`src/rtl/prison_pkg.sv`:
```
`default_nettype none
// ============================================================================
// Module      : prison_pkg
// Description : Shared constants, item type and FSM state encoding for the
//               100-prisoners puzzle block.
// Revision    : 1.0 - initial release
// ============================================================================
package prison_pkg;

    localparam int          N_ITEMS      = 100;
    localparam int          MAX_TRIES    = 50;
    localparam int          DW           = 8;
    localparam logic [31:0] BOX_KEY      = 32'hDEADBEEF;
    localparam logic [31:0] PRISONER_KEY = 32'hCAFEFACE;

    typedef logic [DW-1:0] item_t;

    typedef enum logic [1:0] {
        ST_IDLE  = 2'd0,
        ST_FETCH = 2'd1,
        ST_PROBE = 2'd2,
        ST_DONE  = 2'd3
    } state_t;

endpackage
`default_nettype wire

```
`src/rtl/prison_regfile.sv`:
```
`default_nettype none
// ============================================================================
// Module      : prison_regfile
// Description : DEPTH x 8 register file with asynchronous clear, a key- and
//               range-guarded write port and a combinational read port.
// Revision    : 1.0 - initial release
// ============================================================================
module prison_regfile
    import prison_pkg::*;
#(
    parameter logic [31:0] KEY   = BOX_KEY,
    parameter int          DEPTH = N_ITEMS
) (
    input  logic                     clk,
    input  logic                     rst,
    input  logic                     wr_allow,
    input  logic                     wr_stb,
    input  logic [31:0]              wr_key,
    input  item_t                    wr_sel,
    input  item_t                    wr_data,
    input  logic [$clog2(DEPTH)-1:0] rd_idx,
    output item_t                    rd_data,
    output logic                     wr_accept
);

    localparam int AW = $clog2(DEPTH);

    item_t mem_q [DEPTH];
    item_t mem_d [DEPTH];

    // A write lands only when the owner permits it, the key matches and the index is in range
    always_comb begin
        wr_accept = wr_allow && wr_stb && (wr_key == KEY) && (wr_sel < item_t'(DEPTH));
    end

    // Next array contents: unchanged except for the single accepted entry
    always_comb begin
        mem_d = mem_q;
        if (wr_accept) begin
            mem_d[wr_sel[AW-1:0]] = wr_data;
        end
    end

    // Out-of-range read indices return 0, which downstream treats as an invalid item
    always_comb begin
        rd_data = (rd_idx < AW'(DEPTH)) ? mem_q[rd_idx] : '0;
    end

    // Storage with asynchronous clear of every entry
    always_ff @(posedge clk or posedge rst) begin
        if (rst) begin
            for (int i = 0; i < DEPTH; i++) begin
                mem_q[i] <= '0;
            end
        end else begin
            mem_q <= mem_d;
        end
    end

endmodule
`default_nettype wire

```
`src/rtl/top.sv`:
```
`default_nettype none
// ============================================================================
// Module      : top
// Description : 100-prisoners puzzle. Box and prisoner files are loaded via
//               guarded writes; on run, each prisoner follows the loop
//               strategy one box per clock. win is set only if all succeed.
// Revision    : 1.0 - initial release
// ============================================================================
module top #(
    parameter int          N_ITEMS      = 100,
    parameter int          MAX_TRIES    = 50,
    parameter int          DW           = 8,
    parameter logic [31:0] BOX_KEY      = 32'hDEADBEEF,
    parameter logic [31:0] PRISONER_KEY = 32'hCAFEFACE
) (
    input  logic          clk,
    input  logic          rst,
    output logic          win,
    input  logic          load_prisoners,
    input  logic          load_boxes,
    input  logic          run,
    input  logic [DW-1:0] select,
    input  logic [DW-1:0] data,
    input  logic [31:0]   guard_key
);

    import prison_pkg::*;

    state_t        state_q, state_d;
    logic          win_q, win_d;
    logic [6:0]    p_q, p_d;
    logic [6:0]    idx_q, idx_d;
    logic [5:0]    tries_q, tries_d;
    logic [DW-1:0] n_q, n_d;

    logic          wr_allow;
    logic          box_acc;
    logic          pris_acc;
    item_t         box_rd;
    item_t         pris_rd;

    // Files are writable only while no game is in progress
    always_comb begin
        wr_allow = (state_q == ST_IDLE) || (state_q == ST_DONE);
    end

    prison_regfile #(
        .KEY   (BOX_KEY),
        .DEPTH (N_ITEMS)
    ) u_box (
        .clk       (clk),
        .rst       (rst),
        .wr_allow  (wr_allow),
        .wr_stb    (load_boxes),
        .wr_key    (guard_key),
        .wr_sel    (select),
        .wr_data   (data),
        .rd_idx    (idx_q),
        .rd_data   (box_rd),
        .wr_accept (box_acc)
    );

    prison_regfile #(
        .KEY   (PRISONER_KEY),
        .DEPTH (N_ITEMS)
    ) u_pris (
        .clk       (clk),
        .rst       (rst),
        .wr_allow  (wr_allow),
        .wr_stb    (load_prisoners),
        .wr_key    (guard_key),
        .wr_sel    (select),
        .wr_data   (data),
        .rd_idx    (p_q),
        .rd_data   (pris_rd),
        .wr_accept (pris_acc)
    );

    // Game sequencer: fetch a prisoner's number, then chase the box chain until found or out of tries
    always_comb begin
        state_d = state_q;
        win_d   = win_q;
        p_d     = p_q;
        idx_d   = idx_q;
        tries_d = tries_q;
        n_d     = n_q;

        if (box_acc || pris_acc) begin
            win_d = 1'b0;
        end

        case (state_q)
            ST_IDLE: begin
                if (run) begin
                    state_d = ST_FETCH;
                    win_d   = 1'b0;
                    p_d     = '0;
                end
            end
            ST_FETCH: begin
                if ((pris_rd == '0) || (pris_rd > DW'(N_ITEMS))) begin
                    state_d = ST_DONE;
                    win_d   = 1'b0;
                end else begin
                    n_d     = pris_rd;
                    idx_d   = 7'(pris_rd - 8'd1);
                    tries_d = '0;
                    state_d = ST_PROBE;
                end
            end
            ST_PROBE: begin
                if (box_rd == n_q) begin
                    if (p_q == 7'(N_ITEMS - 1)) begin
                        state_d = ST_DONE;
                        win_d   = 1'b1;
                    end else begin
                        p_d     = p_q + 7'd1;
                        state_d = ST_FETCH;
                    end
                end else if (tries_q == 6'(MAX_TRIES - 1)) begin
                    state_d = ST_DONE;
                    win_d   = 1'b0;
                end else if ((box_rd == '0) || (box_rd > DW'(N_ITEMS))) begin
                    state_d = ST_DONE;
                    win_d   = 1'b0;
                end else begin
                    idx_d   = 7'(box_rd - 8'd1);
                    tries_d = tries_q + 6'd1;
                end
            end
            ST_DONE: begin
                if (!run) begin
                    state_d = ST_IDLE;
                end
            end
            default: begin
                state_d = ST_IDLE;
            end
        endcase
    end

    // Sequencer state and result register, cleared asynchronously
    always_ff @(posedge clk or posedge rst) begin
        if (rst) begin
            state_q <= ST_IDLE;
            win_q   <= 1'b0;
            p_q     <= '0;
            idx_q   <= '0;
            tries_q <= '0;
            n_q     <= '0;
        end else begin
            state_q <= state_d;
            win_q   <= win_d;
            p_q     <= p_d;
            idx_q   <= idx_d;
            tries_q <= tries_d;
            n_q     <= n_d;
        end
    end

    assign win = win_q;

endmodule
`default_nettype wire

```
`config.mk`:
```
export PLATFORM = sky130hd
export DESIGN_NAME = top
export DESIGN_NICKNAME = d
export VERILOG_FILES = /design/src/rtl/prison_pkg.sv /design/src/rtl/prison_regfile.sv /design/src/rtl/top.sv
export SDC_FILE = /design/constraint.sdc
export NUM_CORES = 2
export LEC_CHECK = 0
export ABC_CLOCK_PERIOD_IN_PS = 100600
export CORE_ASPECT_RATIO = 1.25
export CORE_MARGIN = 10
export CORE_UTILIZATION = 40
export CTS_CLUSTER_DIAMETER = 200
export DETAILED_ROUTE_END_ITERATION = 12
export PLACE_DENSITY = 0.51
export SETUP_SLACK_MARGIN = 0.5
export SYNTH_ARGS = -nofsm -noshare
export SYNTH_HDL_FRONTEND = slang
export SYNTH_SLANG_ARGS = --single-unit
```
`constraint.sdc`:
```
create_clock -name clk -period 100.6 [get_ports clk]
set_input_delay 10.06 -clock clk [delete_from_list [all_inputs] [get_ports clk]]
set_output_delay 10.06 -clock clk [all_outputs]
set_load 0.05 [all_outputs]
```
**Word-level counts from Yosys, hierarchy flattened**

Index checks and enable logic that the tools add are counted.

- Bits in registers: 1631
- Output and inout bits: 1
- Logic and storage cells: 302

- Add/sub/neg operators: 4
- $lt $le $gt $ge: 9
- Equality and inequality tests: 17
- Muxes and demuxes: 42
- Bitwise logic cells: 4
- Reduce and logical (&&, ||, !) cells: 20

Operators with widths:

| cell | number |
|---|---|
| $bwmux W800 | 2 |
| $bmux W8 S7 | 2 |
| $eq A32 B32 Y1 const B | 2 |
| $demux W8 S7 | 1 |
| $mux W8 | 7 |
| $mux W7 | 7 |
| $pmux W7 S2 | 2 |
| $ge A8 B8 Y1 const B | 3 |
| $mux W6 | 4 |
| $not A7 Y8 | 3 |
| $gt A8 B7 Y1 const B | 2 |
| $logic_not A8 Y1 | 2 |
| $ne A2 B2 Y1 const B | 8 |
| $lt A7 B7 Y1 const B | 2 |
| $sub A7 B1 Y7 const B | 2 |
| $mux W2 | 6 |
| $pmux W6 S2 | 1 |
| $eq A8 B8 Y1 | 1 |
| $lt A8 B1 Y1 const B | 1 |
| $lt A8 B7 Y1 const B | 1 |
| $mux W1 | 8 |
| $pmux W2 S4 | 1 |
| $add A7 B1 Y7 const B | 1 |
| $eq A7 B7 Y1 const B | 1 |
| 15 further kinds | 26 |

**Depth between registers and ports, before layout**

- Word-level depth: 11
- Mapped depth: 17
- Gate-level depth less buffers: 11

**By module**

Synthesis repeated with hierarchy kept, for this count alone.

- Cell total of the unflattened synthesis: 4911
- Area, all modules: 77114.0 um^2

By module, submodules not included:

| module | instances | cells each | area each (um^2) |
|---|---|---|---|
| prison_regfile at u_pris | 1 | 2351 | 37880.1 |
| prison_regfile at u_box | 1 | 2349 | 37206.9 |
| top | 1 | 211 | 2026.9 |

**Worst setup path before layout**

OpenSTA, ideal clock, no wires.

- Path type: input to register
- Start: in guard_key[14]
- End: reg u_box.mem_q[100] (netlist bit)
- Data arrival time: 12.593 ns
- Required time: 100.475 ns
- Slack: 87.882 ns
- Stages: 7
- Buffers on the path: 1
- Path through: or4b_2 or4_1 nor2_1 nand3_1 clkbuf_1 nor2_1 mux2_2

- Longest elaborated chain between the ends: 3

Ends and longest elaborated chain:

| item | line | RTL |
|---|---|---|
| start, declared | top.sv:24 | `input logic [31:0] guard_key` |
| $eq A32 B32 Y1 | prison_regfile.sv:33 | `wr_accept = wr_allow && wr_stb && (wr_key == KEY) && (wr_sel < item_t'(DEPTH));` |
| $logic_and A1 B1 Y1 (2 in a row) | prison_regfile.sv:33 |  |
| end signal, assigned | prison_regfile.sv:56 | `mem_q <= mem_d;` |
| end, declared | prison_regfile.sv:28 | `item_t mem_q [DEPTH];` |

Every way passes these cells.
A chain may end at the register's enable or synchronous reset.

**Worst setup path in the final report**

- Start: in guard_key[13]
- End: reg u_pris.mem_q[423] (netlist bit)

- Longest elaborated chain between the ends: 3

Ends and longest elaborated chain:

| item | line |
|---|---|
| $eq A32 B32 Y1 | prison_regfile.sv:33 |
| $logic_and A1 B1 Y1 (2 in a row) | prison_regfile.sv:33 |
| end signal, assigned | prison_regfile.sv:56 |
| end, declared | prison_regfile.sv:28 |

Every way passes these cells.

==> flow_metrics.env <==
export IMPL_outcome="complete, no violations"
export IMPL_grt_pass1_wl_um=332000
export IMPL_cp_required_ns=101.29
export IMPL_max_cap_violations=0
export IMPL_clock_tree_buffer_depth=3
export IMPL_final_util_pct=44.5
export IMPL_cp_arrival_ns=14.71
export IMPL_setup_tns_ns=0
export IMPL_cts_tree="built"
export IMPL_grt_pass1_vias=46100
export IMPL_wl_met2_um=103000
export IMPL_ys_ff_latch=1631
export IMPL_synth_compound_area_share_pct=2.85
export IMPL_p_total_w=0.00151
export IMPL_worstReg2RegStart="idx_q[0]"
export IMPL_antenna_found_initial=15
export IMPL_synth_xor_area_share_pct=0.139
export IMPL_avgSynthCellArea_um2=15.0
export IMPL_met1Wirelength_um=103000
export IMPL_fillers=16900
export IMPL_cts_buffers_inserted=170
export IMPL_yosys_warnings=0
export IMPL_skew_ns=0.0276
export IMPL_fmax_mhz=71.3
export IMPL_grt_overflow=0
export IMPL_fin_crit_sh_pct=13.9
export IMPL_syn_area_um2=75400
export IMPL_clkTransAtPathRegs_ns=0.06
export IMPL_synth_ff_type="dfrtp_1"
export IMPL_num_rows=178
export IMPL_drt_iter0_drc=3331
export IMPL_muxShareOfSynthArea_pct=36.6
export IMPL_tightest_slew_ns=1.17
export IMPL_first_pass_iters=7
export IMPL_cts_htree_levels=4
export IMPL_wl_met3_um=10600
export IMPL_portBuffers=53
export IMPL_fp_coreArea_um2=188000
export IMPL_powerDensity_nw_per_um2=18.1
export IMPL_synth_top_family_by_area="multiplexers"
export IMPL_ys_seq_area_share_pct=54.1
export IMPL_holdBufCountCts=0
export IMPL_totalWireLength_um=222000
export IMPL_initial_core_util_pct=40.1
export IMPL_synth_edf_count=0
export IMPL_whs_endpoint="u_pris.mem_q[720]"
export IMPL_ioPinCount=54
export IMPL_hp_class="reg2reg"
export IMPL_startpoint_type="input port"
export IMPL_finalCriticalPeriod_ns=14.02
export IMPL_rrSetupSlack_ns=94.40
export IMPL_whs_path_depth=1
export IMPL_syn_to_final_growth_pct=11.0
export IMPL_grt_use_total_pct=21.3
export IMPL_die_w_um=408
export IMPL_fp_dieH_um=506
export IMPL_rsz0062_at_grt="false"
export IMPL_dieArea_um2=206000
export IMPL_crit_path_end_kind="flop"
export IMPL_reg2reg_depth=14
export IMPL_peakVddDrop_mv=0.0137
export IMPL_routabilityCongestion=0.807
export IMPL_critPathKind="in2reg"
export IMPL_leakagePower_nw=39.9
export IMPL_drt_wirelength_per_cell_um=29.1
export IMPL_cts_sinks=1631
export IMPL_cts_setup_buffers=0
export IMPL_synth_cells=5025
export IMPL_drcViolationCount=0
export IMPL_yosys_area_share_simple_pct=3.75
export IMPL_async_reset_ff_share_pct=100
export IMPL_viasPerCell=5.75
export IMPL_highest_layer="met5"
export IMPL_setup_violations=0
export IMPL_path_max_fanout=12
export IMPL_detail_route_antenna_nets=0
export IMPL_drive_gt1_share_pct=47.4
export IMPL_cts_resized=0
export IMPL_syn_num_nets=5087
export IMPL_synth_fa_ha_area_share_pct=0.149
export IMPL_fin_hold_ws_ns=0.499
export IMPL_dp_cells=7330
export IMPL_clk_latency_ns=0.83
export IMPL_maxSlewViolCount=0
export IMPL_nets=5044
export IMPL_fin_cells=7646
export IMPL_final_hold_violation_count=0
export IMPL_dp_hpwl_um=141000
export IMPL_reg2reg_to="idx_q[3]"
export IMPL_max_slew_margin_pct=21.4
export IMPL_ys_types=89
export IMPL_min_from="u_pris.mem_q[720]"
export IMPL_vias=44000
export IMPL_grt_max_degree=185
export IMPL_cts_root_buf="clkbuf_16"
## placed cells by master, fill, tap and decap left out, types with 27 or more instances in the layout
cell type	count
clkdlybuf4s50_1	45
clkbuf_8	41
nand2_1	194
a22oi_1	75
a31oi_1	29
nor2_1	203
o21ai_0	31
a21oi_1	27
mux2_2	1647
buf_4	92
clkinv_2	31
mux4_2	362
clkbuf_1	49
nand3_1	45
mux2i_1	84
clkbuf_16	176
dfrtp_1	1625
## cell families (layout without fill, tap and decap cells)
family | count (synthesis) | in the layout
xor gates and xnor gates | 12 | 12
muxes | 2098 | 2098
buffers and inverters | 382 | 476
AOI/OAI and AO/OA | 293 | 293
and+or+nand+nor | 600 | 600
DFF | 1631 | 1631
other | 0 | 7
adders and majority gates | 9 | 9
## per-stage QoR
stage	worst slack, ns	cell area, um2
after floorplan	44.51	75400
after global placement	85.75	78200
after detailed placement	85.70	78200
after CTS	86.57	83700
after global routing	86.09	83700
final	86.58	83700
## state kept, by name (all words and copies together) (netlist names)
name / count
u_box.mem_q: 800
state_q: 2
n_q: 8
win: 1
idx_q: 7
p_q: 7
u_pris.mem_q: 800
tries_q: 6
## area by class of cell
class                   count  area (um2)  area share (%)
clock buffers             266        5150            6.15
flip-flops and latches   1631       40800            48.8
multi-input cells        3012       32900            39.2
well taps                2520        3150            3.77
diodes                      7        17.5          0.0209
repair buffers            149        1310            1.57
inverters                  18        75.1          0.0897
clock inverters            43         323           0.386
## worst max-delay path, cell delays in order
cell             delay (ns)
clkdlybuf4s50_1        0.47
nand4_1                0.09
nor4_1                 0.83
nand4_1                0.27
or4_1                  0.70
nor2_1                 0.28
nand3_2                0.69
nor2_1                 0.87
mux2_2                 0.41
## power breakdown
group | internal [W] | total, W | switching [W]
Clock | 0.000356 | 0.000628 | 0.000272
Sequential | 0.000659 | 0.000669 | 0.00000987
Combinational | 0.0000676 | 0.000216 | 0.000149
Total | 0.00108 | 0.00151 | 0.000430
## per-layer routing
metal	vias up	GRT usage (%)
li1	18600	-
met1	24100	30.6
met2	909	33.5
met3	293	3.59
met4	6	5.47
met5	-	0
## cell usage after synthesis (14+ instances only)
cell         n  share of area, %
o21ai_0     31              0.21
nand3_1     46              0.31
clkbuf_1   257               1.3
buf_6       18              0.27
a31oi_1     29              0.24
buf_2       39              0.26
a221oi_1    21              0.24
mux4_2     362                11
mux2_2    1647                25
buf_1       19             0.095
nor3_1      20              0.13
nand4_1     14              0.12
buf_4       24              0.24
a22oi_1     75              0.75
inv_1       14             0.070
nor2b_1     21              0.17
nor2_1     204               1.0
mux2i_1     84               1.1
a21oi_1     27              0.18
nand2b_1    21              0.17
dfrtp_1   1631                54
nand2_1    194              0.97
## how the worst max path moves through the flow
stage                             start  cells past startpoint                 to  slack [ns]
after global routing                rst                      6   u_box.mem_q[129]       86.09
after floorplan                     rst                      1           idx_q[0]       44.51
final                     guard_key[13]                      9  u_pris.mem_q[423]       86.58
after CTS                           rst                      6   u_box.mem_q[138]       86.57
after detailed placement            rst                      6   u_box.mem_q[288]       85.70
after global placement              rst                      6   u_box.mem_q[152]       85.75
Power figures use the tool's default switching activity.
